<file path="src/rtl/sclk_generator.sv">
// -----------------------------------------------------------------------------
// sclk_generator
//
// Purpose:
//   Generates a burst of N serial clock pulses from i_clk for the SPI shift
//   engine. The divisor, burst length and idle polarity are latched through a
//   single config strobe. One-cycle strobes mark the edges where o_clk leaves
//   the idle level and where it returns to it, so the shift engine does not
//   have to re-derive edges from o_clk.
//
// Optional feature macro: SCLK_ABORT_EN
//   When defined, the module gets an i_abort input that ends a running burst
//   cleanly. A partial pulse never appears on o_clk.
//
// Parameters:
//   DIV_WIDTH : width of the divisor field (max divisor 2^DIV_WIDTH-1), >= 2
//   CNT_WIDTH : width of the pulse-count field (burst length 1..2^CNT_WIDTH)
//
// Ports:
//   i_clk        system clock
//   i_rst        synchronous reset, active-high
//   i_cfg_valid  one-cycle strobe, latches i_divisor/i_num_bits/i_cpol (IDLE only)
//   i_divisor    system clocks per SCLK period (odd values rounded down)
//   i_num_bits   pulses per burst, 0 means 2^CNT_WIDTH
//   i_cpol       idle level of o_clk
//   i_start_n    active-low start request, level-sampled
//   i_abort      (SCLK_ABORT_EN only) active-high abort request, level
//   o_ready      high when idle and able to accept start or config
//   o_clk        serial clock (registered)
//   o_lead_edge  pulse in the cycle o_clk leaves the idle level
//   o_trail_edge pulse in the cycle o_clk returns to the idle level
// -----------------------------------------------------------------------------
module sclk_generator #(
  parameter int DIV_WIDTH = 8,
  parameter int CNT_WIDTH = 3
) (
  input  logic                 i_clk,
  input  logic                 i_rst,
  input  logic                 i_cfg_valid,
  input  logic [DIV_WIDTH-1:0] i_divisor,
  input  logic [CNT_WIDTH-1:0] i_num_bits,
  input  logic                 i_cpol,
  input  logic                 i_start_n,
`ifdef SCLK_ABORT_EN
  input  logic                 i_abort,
`endif
  output logic                 o_ready,
  output logic                 o_clk,
  output logic                 o_lead_edge,
  output logic                 o_trail_edge
);

  // Toggle counter must hold up to 2 * 2^CNT_WIDTH.
  localparam int TOG_W = CNT_WIDTH + 2;

  localparam logic [DIV_WIDTH-1:0] DIV_ZERO  = {DIV_WIDTH{1'b0}};
  localparam logic [DIV_WIDTH-1:0] DIV_ONE   = {{(DIV_WIDTH-1){1'b0}}, 1'b1};
  localparam logic [DIV_WIDTH-1:0] DIV_RESET = {{(DIV_WIDTH-2){1'b0}}, 2'b10};
  localparam logic [TOG_W-1:0]     TOG_ZERO  = {TOG_W{1'b0}};
  localparam logic [TOG_W-1:0]     TOG_ONE   = {{(TOG_W-1){1'b0}}, 1'b1};

  typedef enum logic [0:0] {
    ST_IDLE = 1'b0,
    ST_RUN  = 1'b1
  } state_t;

  state_t               r_state,    w_state_nx;
  logic [DIV_WIDTH-1:0] r_div,      w_div_nx;
  logic [CNT_WIDTH-1:0] r_nbits,    w_nbits_nx;
  logic                 r_cpol,     w_cpol_nx;
  logic [DIV_WIDTH-1:0] r_half_cnt, w_half_cnt_nx;
  logic [TOG_W-1:0]     r_tog_cnt,  w_tog_cnt_nx;
  logic                 r_clk,      w_clk_nx;
  logic                 r_lead,     w_lead_nx;
  logic                 r_trail,    w_trail_nx;
  logic                 r_ready,    w_ready_nx;
  logic                 r_abort,    w_abort_nx;

  logic [DIV_WIDTH-1:0] w_half_raw;
  logic [DIV_WIDTH-1:0] w_half;
  logic [CNT_WIDTH:0]   w_nbits_full;
  logic [TOG_W-1:0]     w_last_tog;
  logic                 w_wrap;
  logic                 w_abort_now;

  // Derived burst timing from the latched config.
  always_comb begin
    w_half_raw = r_div >> 1;
    // Divisors 0 and 1 would give a zero half period; clamp to the fastest rate.
    if (w_half_raw == DIV_ZERO) begin
      w_half = DIV_ONE;
    end else begin
      w_half = w_half_raw;
    end
    if (r_nbits == {CNT_WIDTH{1'b0}}) begin
      w_nbits_full = {1'b1, {CNT_WIDTH{1'b0}}};
    end else begin
      w_nbits_full = {1'b0, r_nbits};
    end
    // Index of the final (trailing) toggle: 2N-1.
    w_last_tog = {w_nbits_full, 1'b0} - TOG_ONE;
    w_wrap     = (r_half_cnt == (w_half - DIV_ONE));
`ifdef SCLK_ABORT_EN
    w_abort_now = r_abort | i_abort;
`else
    w_abort_now = 1'b0;
`endif
  end

  // Next-state and next-output logic.
  always_comb begin
    w_state_nx    = r_state;
    w_div_nx      = r_div;
    w_nbits_nx    = r_nbits;
    w_cpol_nx     = r_cpol;
    w_half_cnt_nx = r_half_cnt;
    w_tog_cnt_nx  = r_tog_cnt;
    w_clk_nx      = r_clk;
    w_lead_nx     = 1'b0;
    w_trail_nx    = 1'b0;
    w_ready_nx    = r_ready;
    w_abort_nx    = r_abort;

    case (r_state)
      ST_IDLE: begin
        w_half_cnt_nx = DIV_ZERO;
        w_tog_cnt_nx  = TOG_ZERO;
        w_abort_nx    = 1'b0;
        // Config is latched before start is considered, so a same-cycle
        // start runs with the new values and the new idle level.
        if (i_cfg_valid) begin
          w_div_nx   = i_divisor;
          w_nbits_nx = i_num_bits;
          w_cpol_nx  = i_cpol;
          w_clk_nx   = i_cpol;
        end else begin
          w_clk_nx   = r_cpol;
        end
        if (!i_start_n) begin
          w_state_nx = ST_RUN;
          w_ready_nx = 1'b0;
        end else begin
          w_ready_nx = 1'b1;
        end
      end

      ST_RUN: begin
        w_ready_nx = 1'b0;
        w_abort_nx = w_abort_now;
        if (w_wrap) begin
          w_half_cnt_nx = DIV_ZERO;
          if (r_clk == r_cpol) begin
            // Leaving idle level: an abort here ends the burst without
            // starting another pulse.
            if (w_abort_now) begin
              w_state_nx = ST_IDLE;
              w_ready_nx = 1'b1;
              w_abort_nx = 1'b0;
            end else begin
              w_clk_nx     = ~r_clk;
              w_lead_nx    = 1'b1;
              w_tog_cnt_nx = r_tog_cnt + TOG_ONE;
            end
          end else begin
            // Returning to idle level always completes the current pulse.
            w_clk_nx     = ~r_clk;
            w_trail_nx   = 1'b1;
            w_tog_cnt_nx = r_tog_cnt + TOG_ONE;
            if ((r_tog_cnt == w_last_tog) || w_abort_now) begin
              w_state_nx = ST_IDLE;
              w_ready_nx = 1'b1;
              w_abort_nx = 1'b0;
            end else begin
              w_state_nx = ST_RUN;
            end
          end
        end else begin
          w_half_cnt_nx = r_half_cnt + DIV_ONE;
        end
      end

      default: begin
        w_state_nx = ST_IDLE;
        w_ready_nx = 1'b1;
        w_clk_nx   = r_cpol;
        w_abort_nx = 1'b0;
      end
    endcase
  end

  // State and output registers with synchronous reset.
  always_ff @(posedge i_clk) begin
    if (i_rst) begin
      r_state    <= ST_IDLE;
      r_div      <= DIV_RESET;
      r_nbits    <= {CNT_WIDTH{1'b0}};
      r_cpol     <= 1'b0;
      r_half_cnt <= DIV_ZERO;
      r_tog_cnt  <= TOG_ZERO;
      r_clk      <= 1'b0;
      r_lead     <= 1'b0;
      r_trail    <= 1'b0;
      r_ready    <= 1'b1;
      r_abort    <= 1'b0;
    end else begin
      r_state    <= w_state_nx;
      r_div      <= w_div_nx;
      r_nbits    <= w_nbits_nx;
      r_cpol     <= w_cpol_nx;
      r_half_cnt <= w_half_cnt_nx;
      r_tog_cnt  <= w_tog_cnt_nx;
      r_clk      <= w_clk_nx;
      r_lead     <= w_lead_nx;
      r_trail    <= w_trail_nx;
      r_ready    <= w_ready_nx;
      r_abort    <= w_abort_nx;
    end
  end

  assign o_ready      = r_ready;
  assign o_clk        = r_clk;
  assign o_lead_edge  = r_lead;
  assign o_trail_edge = r_trail;

endmodule

</file>
<file path="config.mk">
export PLATFORM = sky130hd
export DESIGN_NAME = sclk_generator
export DESIGN_NICKNAME = d
export VERILOG_FILES = /design/src/rtl/sclk_generator.sv
export SDC_FILE = /design/constraint.sdc
export NUM_CORES = 1
export LEC_CHECK = 0
export BUFFER_PORTS_ARGS = -buffer_cell sky130_fd_sc_hd__buf_2
export CORE_MARGIN = 1
export CORE_UTILIZATION = 36
export DETAILED_ROUTE_END_ITERATION = 8
export GPL_ROUTABILITY_DRIVEN = 1
export PLACE_DENSITY = 0.56
export RECOVER_POWER = 100
export SLEW_MARGIN = 10
export SYNTH_ARGS = -nofsm -noshare
export SYNTH_HDL_FRONTEND = slang
export SYNTH_SLANG_ARGS = --single-unit
export TNS_END_PERCENT = 30
</file>
<file path="constraint.sdc">
create_clock -name i_clk -period 2.6 [get_ports i_clk]
set_input_delay 0.78 -clock i_clk [delete_from_list [all_inputs] [get_ports i_clk]]
set_output_delay 0.78 -clock i_clk [all_outputs]
set_load 0.01 [all_outputs]
</file>
==> impl_metrics.tcl, run 1 <==
set metrics [dict create \
    status "finished, violations left" \
    violations "negative setup slack" \
    drive_above_1_share 0.249 \
    p_leak_nw 0.683 \
    dr.pass1.iters 4 \
    maxCapViolCount 0 \
    period_needed_ns 2.64 \
    yosysUniqueCellTypes 31 \
    slew_violations 0 \
    cp_max_fo 7 \
    die_h_um 63.8 \
    fin_skew_ns 0.00473 \
    fin_tns_setup_ns -0.135 \
    drc 0 \
    num_antenna_cells 0 \
    p_per_area_nw_per_um2 580 \
    final_util 0.478 \
    setup_viol 4 \
    max_freq_ghz 0.379 \
    portBuffers 18 \
    drtAntennaViolNets 0 \
    critPathKind "register to register" \
    p_int_w 0.000741 \
    power_frac_comb 0.181 \
    hold_viol_final 0 \
    grt_pass1_wl_mm 5.19 \
    ys_seq_elements 29 \
    arrival_ns 2.85 \
    rsz0062_at_grt "yes" \
    wl_per_cell_um 12.0 \
    fin_nets 216 \
    p_switching_w 0.000275 \
    syn_to_final_growth_pct 27.3 \
    ctsHtreeMaxLevel 2 \
    clk_pin_slew_ns 0.06 \
    dieWidth_um 63.8 \
    cts_tree "done" \
    met2_usage 0.283 \
    grt_max_degree 15 \
    gp_congestion 0.790 \
    viasPerCell 4.84 \
    antenna_found_initial 0 \
    busiest_layer "met2" \
    seqPwrFrac 0.474 \
    grt-ovfl-total 0 \
    swShare 0.271 \
    multi_input_area_um2 816 \
    worst_slack_ns -0.0405 \
    synth.avg_cell_area_um2 8.50 \
    dpl_worst_slack_ns -0.125 \
    timing.rr.end "r_tog_cnt[2]$_SDFFE_PP0P_" \
    wl_mm 2.95 \
    rr_worst_depth 9 \
    r2r_slack_ns -0.04 \
    root_buffer "clkbuf_8" \
    clkLatencyLatePin_ns 0.28 \
    register_area_um2 588 \
    synth_nets 182 \
    final.fill_count 372 \
    worst_slew_pin_slew_ns 0.661 \
    dp_hpwl_mm 2.14 \
    post_synth_instance_area_um2 1380 \
    cts_num_sinks 29 \
    core_area_um2 3660 \
    rows 22 \
    use_met3 0.0679 \
    pwr-share-clk 0.345 \
    met1_usage 0.180 \
    grt_util_all_layers 0.167 \
    boundaryPins 20 \
    min_path_type "register to register" \
    fin_crit_sh 1.02 \
    irDropWorstVdd_mv 0.322 \
    drt_iter0_markers 56 \
    ys_seq_area_frac 0.422 \
    vias 1185 \
    maxSlewHeadroom 0.559 \
    cts_buffers 5 \
    initial_core_util 0.376 \
    required_ns 2.81 \
    hold_path_depth 2 \
    fin_cells 245 \
    synth_warnings 0 \
    r2r-start "r_div[4]$_SDFFE_PP0P_" \
    syn_inst 162 \
    worstSetupEndpointType "register" \
    dieArea_um2 4070 \
    start_kind "register" \
    ctsLongestPathBuffers 2 \
    place_inst 235 \
    cp-startpoint "r_div[4]$_SDFFE_PP0P_" \
    grt_pass1_vias 1250 \
    critPathCapture "r_tog_cnt[2]$_SDFFE_PP0P_" \
]
==> Yosys cell counts <==
cell | n | area share
a21o_1 | 1 | 0.0055
a21oi_1 | 16 | 0.058
a221oi_2 | 1 | 0.011
and3_1 | 3 | 0.014
and4_1 | 1 | 0.0064
buf_2 | 1 | 0.0036
clkbuf_1 | 3 | 0.0082
dfxtp_1 | 29 | 0.42
ha_1 | 4 | 0.036
inv_1 | 6 | 0.016
mux2i_1 | 2 | 0.015
nand2_1 | 25 | 0.068
nand2b_1 | 1 | 0.0045
nand3_1 | 9 | 0.033
nand3b_1 | 1 | 0.0055
nand4b_1 | 1 | 0.0064
nor2_1 | 13 | 0.035
nor2b_1 | 2 | 0.0091
nor3_1 | 3 | 0.011
nor3b_1 | 1 | 0.0055
nor4_1 | 2 | 0.0091
o2111a_1 | 1 | 0.0082
o211ai_2 | 1 | 0.0091
o21a_1 | 1 | 0.0055
o21ai_0 | 7 | 0.025
o31ai_1 | 1 | 0.0055
or3_1 | 3 | 0.014
or3b_4 | 1 | 0.0082
or4_4 | 1 | 0.0082
xnor2_1 | 8 | 0.051
xor2_1 | 13 | 0.083
==> per-layer routing <==
metal | share of wire | wire [µm] | up-vias
li1 | - | - | 618
met1 | 0.44 | 1290 | 541
met2 | 0.50 | 1460 | 21
met3 | 0.048 | 142 | 5
met4 | 0.020 | 60 | 0
met5 | 0 | 0 | -
==> timing repair <==
| item | in CTS | in global routing |
|---|---|---|
| hold buffers | 0 | 0 |
| cloned | 0 | 0 |
| hold endpoints to repair | 0 | 0 |
| setup endpoints to repair | 16 | 7 |
| pin swaps | 4 | 6 |
| gates resized for setup | 7 | 7 |
| setup buffers | 1 | 1 |
==> logic make-up after synthesis <==
group                      share of synthesized area
xor gates and xnor gates                       0.134
and+or+nand+nor                                0.237
AOI/OAI and AO/OA                              0.128
muxes                                         0.0145
adders and majority gates                     0.0364
DFF                                            0.422
buffers and inverters                         0.0282
==> area by class of cell <==
cell class / count / area share
well taps: 48 / 0.0343
repair buffers: 31 / 0.106
clock buffers: 8 / 0.0457
inverters: 6 / 0.0129
flip-flops and latches: 29 / 0.336
multi-input cells: 123 / 0.466
==> power by group through the flow <==
stage                logic, W  clock network (W)  registers, W
floorplan           0.0000984                  0      0.000492
global placement     0.000159                  0      0.000488
detailed placement   0.000166                  0      0.000488
CTS                  0.000184           0.000360      0.000481
global route         0.000205           0.000380      0.000483
finish               0.000184           0.000351      0.000481
==> metrics by stage <==
stage               hold WS (ns)  instance area [µm²]  power [W]
floorplan                  0.436                 1390   0.000590
global placement           0.447                 1600   0.000647
detailed placement         0.452                 1600   0.000654
CTS                        0.461                 1740    0.00103
global route               0.495                 1750    0.00107
finish                     0.457                 1750    0.00102
==> layout by cell type (no fill, tap or decap), drive strengths merged, types with 3 or more instances in the layout <==
cell,count
and3,3
xor2,13
clkbuf,13
a21oi,16
nor2,13
inv,6
buf,26
ha,4
or3,3
dfxtp,29
xnor2,8
nor3,3
o21ai,7
nand2,25
nand3,9
==> flip-flops by register name, indices dropped and copies added (netlist names) <==
register	count
r_tog_cnt	5
r_state	1
o_trail_edge	1
o_clk	1
o_lead_edge	1
r_div	7
r_nbits	3
o_ready	1
r_half_cnt	8
r_cpol	1
==> how the worst min path moves through the flow <==
stage          slack, ns                     from                       to
6_report            0.46  r_nbits[1]$_SDFFE_PP0P_  r_nbits[1]$_SDFFE_PP0P_
5_1_grt             0.49  r_nbits[1]$_SDFFE_PP0P_  r_nbits[1]$_SDFFE_PP0P_
4_1_cts             0.46  r_nbits[1]$_SDFFE_PP0P_  r_nbits[1]$_SDFFE_PP0P_
3_5_place_dp        0.45  r_nbits[1]$_SDFFE_PP0P_  r_nbits[1]$_SDFFE_PP0P_
3_3_place_gp        0.45  r_nbits[1]$_SDFFE_PP0P_  r_nbits[1]$_SDFFE_PP0P_
2_1_floorplan       0.44  r_nbits[1]$_SDFFE_PP0P_  r_nbits[1]$_SDFFE_PP0P_
==> worst max-delay path: stages, from the launching register on <==
cell and delay, ns:
dfxtp_2 0.35, nor4_4 0.06, a21oi_2 0.15, ha_2 0.19
or3b_4 0.38, or4_4 0.50, a221oi_4 0.31, o211ai_4 0.16
or3_1 0.32, a21oi_1 0.14
No activity file was read; power rests on OpenSTA's default activity.
==> run 2, diff against run 1 <==
--- a/config.mk
+++ b/config.mk
@@ -6,14 +6,14 @@
 export NUM_CORES = 1
 export LEC_CHECK = 0
 export BUFFER_PORTS_ARGS = -buffer_cell sky130_fd_sc_hd__buf_2
-export CORE_MARGIN = 1
+export CORE_MARGIN = 2
 export CORE_UTILIZATION = 36
 export DETAILED_ROUTE_END_ITERATION = 8
 export GPL_ROUTABILITY_DRIVEN = 1
 export PLACE_DENSITY = 0.56
 export RECOVER_POWER = 100
+export SKIP_LAST_GASP = 1
 export SLEW_MARGIN = 10
 export SYNTH_ARGS = -nofsm -noshare
 export SYNTH_HDL_FRONTEND = slang
 export SYNTH_SLANG_ARGS = --single-unit
-export TNS_END_PERCENT = 30
==> impl_metrics.tcl, run 2 (synthesis results as in run 1) <==
set metrics [dict create \
    cp_max_fo 6 \
    final_util 0.480 \
    grt_pass1_vias 1207 \
    fin_nets 218 \
    drive_above_1_share 0.247 \
    rsz0062_at_grt "yes" \
    p_per_area_nw_per_um2 589 \
    regMostFlops "r_half_cnt" \
    p_leak_nw 0.695 \
    r2r_slack_ns -0.02 \
    worstSetupEndpointType "register" \
    maxCapViolCount 0 \
    slew_violations 0 \
    grt_util_all_layers 0.155 \
    final_common_cell "nand2_1" \
    rows 22 \
    cts_buffers 5 \
    gp_congestion 0.812 \
    ctsHtreeMaxLevel 2 \
    antenna_found_initial 0 \
    worst_slack_ns -0.0235 \
    drtAntennaViolNets 0 \
    ctsLongestPathBuffers 2 \
    violations "negative setup slack" \
    grt-ovfl-total 0 \
    critPathCapture "r_tog_cnt[3]$_SDFFE_PP0P_" \
    fin_skew_ns 0.00395 \
    register_area_um2 588 \
    largest_register_ffs 8 \
    viasPerCell 4.88 \
    dp_hpwl_mm 2.17 \
    maxSlewHeadroom 0.579 \
    drc 0 \
    wl_mm 2.98 \
    boundaryPins 20 \
    grt_max_degree 15 \
    hold_buffers 0 \
    final_cell_mix "nand2_1 (24), dfxtp_1 (23), a21oi_1 (15)" \
    status "finished, violations left" \
    arrival_ns 2.83 \
    critPathKind "register to register" \
    cts_tree "done" \
    fin_tns_setup_ns -0.0257 \
    fin_crit_sh 1.01 \
    cp-startpoint "r_div[3]$_SDFFE_PP0P_" \
    cts_num_sinks 29 \
    multi_input_area_um2 812 \
    worst_slew_pin_slew_ns 0.631 \
    core_area_um2 3660 \
    vias 1200 \
    rr_worst_depth 9 \
    initial_core_util 0.376 \
    num_antenna_cells 0 \
    die_h_um 65.8 \
    setup_viol 2 \
    grt_pass1_wl_mm 5.22 \
    syn_to_final_growth_pct 27.7 \
    clkLatencyLatePin_ns 0.27 \
    timing.rr.end "r_tog_cnt[3]$_SDFFE_PP0P_" \
    irDropWorstVdd_mv 0.380 \
    min_path_type "register to register" \
    dr.pass1.iters 4 \
    clk_pin_slew_ns 0.06 \
    required_ns 2.80 \
    root_buffer "clkbuf_8" \
    max_freq_ghz 0.381 \
    top_regs "r_half_cnt: 8 flops, r_div: 7 flops, r_tog_cnt: 5 flops" \
    start_kind "register" \
    r2r-start "r_div[3]$_SDFFE_PP0P_" \
    dieArea_um2 4330 \
    hold_viol_final 0 \
    final.fill_count 364 \
    drt_iter0_markers 46 \
    wl_per_cell_um 12.1 \
    portBuffers 18 \
    dieWidth_um 65.8 \
    period_needed_ns 2.62 \
]
## run 2: worst max-delay path, stage by stage (launching register included)
cell	delay, ns
dfxtp_2	0.33
nor2_2	0.05
a21oi_2	0.16
ha_2	0.19
or3b_4	0.38
or4_4	0.50
a221oi_4	0.30
o211ai_4	0.15
or3_1	0.37
a21oi_1	0.12
## run 2: stage by stage
stage	setup WS [ns]	hold slack, ns	cells	total power [W]	instance area [µm²]
2_1_floorplan	0.00806	0.436	162	0.000590	1390
3_3_place_gp	-0.0910	0.449	234	0.000640	1600
3_5_place_dp	-0.181	0.465	234	0.000646	1600
4_1_cts	-0.0279	0.473	246	0.00105	1760
5_1_grt	-0.154	0.507	246	0.00109	1760
6_report	-0.0235	0.467	246	0.00104	1760
## run 2: repair_timing
action	CTS	global route
endpoints found under the setup margin	16	17
buffers inserted	4	0
gates resized for setup	6	1
pin swaps	3	2
gates cloned	1	0
## run 2: routing by layer
metal	share of wire	GRT usage	vias to the layer above	wire length (µm)
li1	-	-	624	-
met1	0.47	0.189	556	1390
met2	0.50	0.263	16	1480
met3	0.030	0.0477	4	90
met4	0.0060	0.0391	0	18
met5	0	0	-	0
## run 2: cell type report
cell class,count,area share
clock buffer,7,0.0491
inverter,6,0.0128
multi-input combinational,124,0.462
sequential,29,0.335
tap,48,0.0342
timing repair buffer,32,0.107
## run 2: worst min path at each step
stage / slack [ns] / endpoint / start / depth (start not counted)
final: 0.47 / r_nbits[1]$_SDFFE_PP0P_ / r_nbits[1]$_SDFFE_PP0P_ / 2
after global routing: 0.51 / r_cpol$_SDFFE_PP0N_ / r_cpol$_SDFFE_PP0N_ / 2
after CTS: 0.47 / r_nbits[1]$_SDFFE_PP0P_ / r_nbits[1]$_SDFFE_PP0P_ / 2
after detailed placement: 0.47 / r_nbits[1]$_SDFFE_PP0P_ / r_nbits[1]$_SDFFE_PP0P_ / 2
after global placement: 0.45 / r_nbits[1]$_SDFFE_PP0P_ / r_nbits[1]$_SDFFE_PP0P_ / 2
after floorplan: 0.44 / r_nbits[1]$_SDFFE_PP0P_ / r_nbits[1]$_SDFFE_PP0P_ / 2
## run 2: report_power, final
part           internal (W)  switching, W  total, W
combinational     0.0000896      0.000102  0.000191
clock              0.000209      0.000155  0.000365
sequential         0.000464     0.0000156  0.000480
total              0.000763      0.000273   0.00104
==> run 3, diff against run 2 <==
--- a/config.mk
+++ b/config.mk
@@ -6,7 +6,6 @@
 export NUM_CORES = 1
 export LEC_CHECK = 0
 export BUFFER_PORTS_ARGS = -buffer_cell sky130_fd_sc_hd__buf_2
-export CORE_MARGIN = 2
 export CORE_UTILIZATION = 36
 export DETAILED_ROUTE_END_ITERATION = 8
 export GPL_ROUTABILITY_DRIVEN = 1
==> impl_metrics.tcl, run 3 (synthesis results as in run 1) <==
set metrics [dict create \
    drt_iter0_markers 62 \
    core_area_um2 3660 \
    irDropWorstVdd_mv 0.380 \
    drive_above_1_share 0.250 \
    antenna_found_initial 0 \
    syn_to_final_growth_pct 27.4 \
    hold_path_depth 2 \
    maxCapViolCount 0 \
    r2r_slack_ns -0.06 \
    root_buffer "clkbuf_8" \
    worst_slew_pin_slew_ns 0.642 \
    slew_violations 0 \
    drtAntennaViolNets 0 \
    violations "negative setup slack" \
    vias 1195 \
    grt_max_degree 15 \
    fin_crit_sh 1.02 \
    dieArea_um2 4070 \
    critPathKind "register to register" \
    dp_hpwl_mm 2.13 \
    dieWidth_um 63.8 \
    grt_util_all_layers 0.162 \
    fin_nets 215 \
    worst_slack_ns -0.0586 \
    cts_num_sinks 29 \
    boundaryPins 20 \
    portBuffers 18 \
    viasPerCell 4.90 \
    final_cell_mix "nand2_1 (24), dfxtp_1 (23), a21oi_1 (15)" \
    grt_pass1_wl_mm 5.20 \
    final_common_cell "nand2_1" \
    hold_buffers 0 \
    top_regs "r_half_cnt: 8 flops, r_div: 7 flops, r_tog_cnt: 5 flops" \
    grt_pass1_vias 1159 \
    fin_tns_setup_ns -0.159 \
    ctsLongestPathBuffers 2 \
    timing.rr.end "r_tog_cnt[2]$_SDFFE_PP0P_" \
    hold_viol_final 0 \
    min_path_type "register to register" \
    final_util 0.479 \
    hold_start "r_nbits[1]$_SDFFE_PP0P_" \
    initial_core_util 0.376 \
    cpMaxStageDelayCell "or4_4" \
    clkLatencyLatePin_ns 0.27 \
    required_ns 2.81 \
    fin_cells 244 \
    rsz0062_at_grt "yes" \
    status "finished, violations left" \
    grt-ovfl-total 0 \
    wl_mm 3.01 \
    cp.buffers_inverters 0 \
    rows 22 \
    largest_register_ffs 8 \
    setup_viol 3 \
    max_stage_delay_ns 0.50 \
    ctsHtreeMaxLevel 2 \
    fin_skew_ns 0.00326 \
    drc 0 \
    cts_tree "done" \
    cts_buffers 5 \
    wl_per_cell_um 12.4 \
    crit_chain "nor2_2, a21oi_2, ha_2, or3b_4, or4_4, a221oi_4, o211ai_4, or3_1, a21oi_1" \
    num_antenna_cells 0 \
    arrival_ns 2.87 \
    regMostFlops "r_half_cnt" \
    dr.pass1.iters 4 \
    place_inst 234 \
    period_needed_ns 2.66 \
    die_h_um 63.8 \
    clk_pin_slew_ns 0.07 \
    r2r-start "r_div[3]$_SDFFE_PP0P_" \
    start_kind "register" \
    cp_max_fo 5 \
    p_leak_nw 0.683 \
    critPathTopFamily "simple AND/OR/NAND/NOR gates" \
    p_per_area_nw_per_um2 616 \
    worst-path-stages 9 \
    maxSlewHeadroom 0.571 \
    rr_worst_depth 9 \
    hold_end "r_nbits[1]$_SDFFE_PP0P_" \
    gp_congestion 0.810 \
    worstSetupEndpointType "register" \
    max_freq_ghz 0.376 \
]
-- run 3: changes by cell type in the layout (fill, tap and decap cells not counted), moves of 2 or more --
cell / change
nor2_1: -2
buf_4: -5
buf_6: +2
nor2_2: +2
-- run 3: layout make-up --
class,count,area [µm²]
fill,365,1910
multi-input combinational,124,807
sequential,29,588
timing repair buffer,29,174
clock buffer,7,96.3
tap,48,60.1
inverter,6,22.5
clock inverter,1,5.00
-- run 3: routing by layer --
| metal | up-vias | wire length [µm] | track usage |
|---|---|---|---|
| li1 | 617 | - | - |
| met1 | 562 | 1450 | 0.205 |
| met2 | 14 | 1460 | 0.262 |
| met3 | 2 | 88 | 0.0482 |
| met4 | 0 | 13 | 0.0511 |
| met5 | - | 0 | 0 |
-- run 3: worst register-to-register path, stage by stage, from the launching register on --
cell	delay, ns
dfxtp_2	0.34
nor2_2	0.05
a21oi_2	0.16
ha_2	0.19
or3b_4	0.38
or4_4	0.50
a221oi_4	0.33
o211ai_4	0.16
or3_1	0.34
a21oi_1	0.14
-- run 3: worst max-delay path by stage --
stage          slack [ns]                        end                  start
3_3_place_gp        -0.09  r_tog_cnt[3]$_SDFFE_PP0P_  r_div[4]$_SDFFE_PP0P_
6_report            -0.06  r_tog_cnt[2]$_SDFFE_PP0P_  r_div[3]$_SDFFE_PP0P_
2_1_floorplan       0.008  r_tog_cnt[3]$_SDFFE_PP0P_  r_div[3]$_SDFFE_PP0P_
4_1_cts             -0.06  r_tog_cnt[2]$_SDFFE_PP0P_  r_div[2]$_SDFFE_PP0P_
3_5_place_dp        -0.18  r_tog_cnt[2]$_SDFFE_PP0P_  r_div[3]$_SDFFE_PP0P_
5_1_grt             -0.20  r_tog_cnt[2]$_SDFFE_PP0P_  r_div[2]$_SDFFE_PP0P_
-- run 3: power breakdown --
part / internal, W / total [W] / switching (W)
clock network: 0.000239 / 0.000412 / 0.000173
registers: 0.000464 / 0.000480 / 0.0000160
logic: 0.0000880 / 0.000188 / 0.0000996
total: 0.000791 / 0.00108 / 0.000289
-- run 3: through the flow --
step	worst slack (ns)	power [W]	instance area [µm²]	hold slack, ns
after floorplan	0.00806	0.000590	1390	0.436
after global placement	-0.0907	0.000640	1600	0.448
after detailed placement	-0.183	0.000645	1600	0.452
after CTS	-0.0604	0.00107	1740	0.462
after global routing	-0.198	0.00113	1750	0.512
final	-0.0586	0.00108	1750	0.464
-- run 3: what timing repair did --
action	in CTS	in global routing
cloned	1	0
pin swaps	3	9
setup buffers	1	0
endpoints found under the setup margin	16	18
resized for setup	4	6
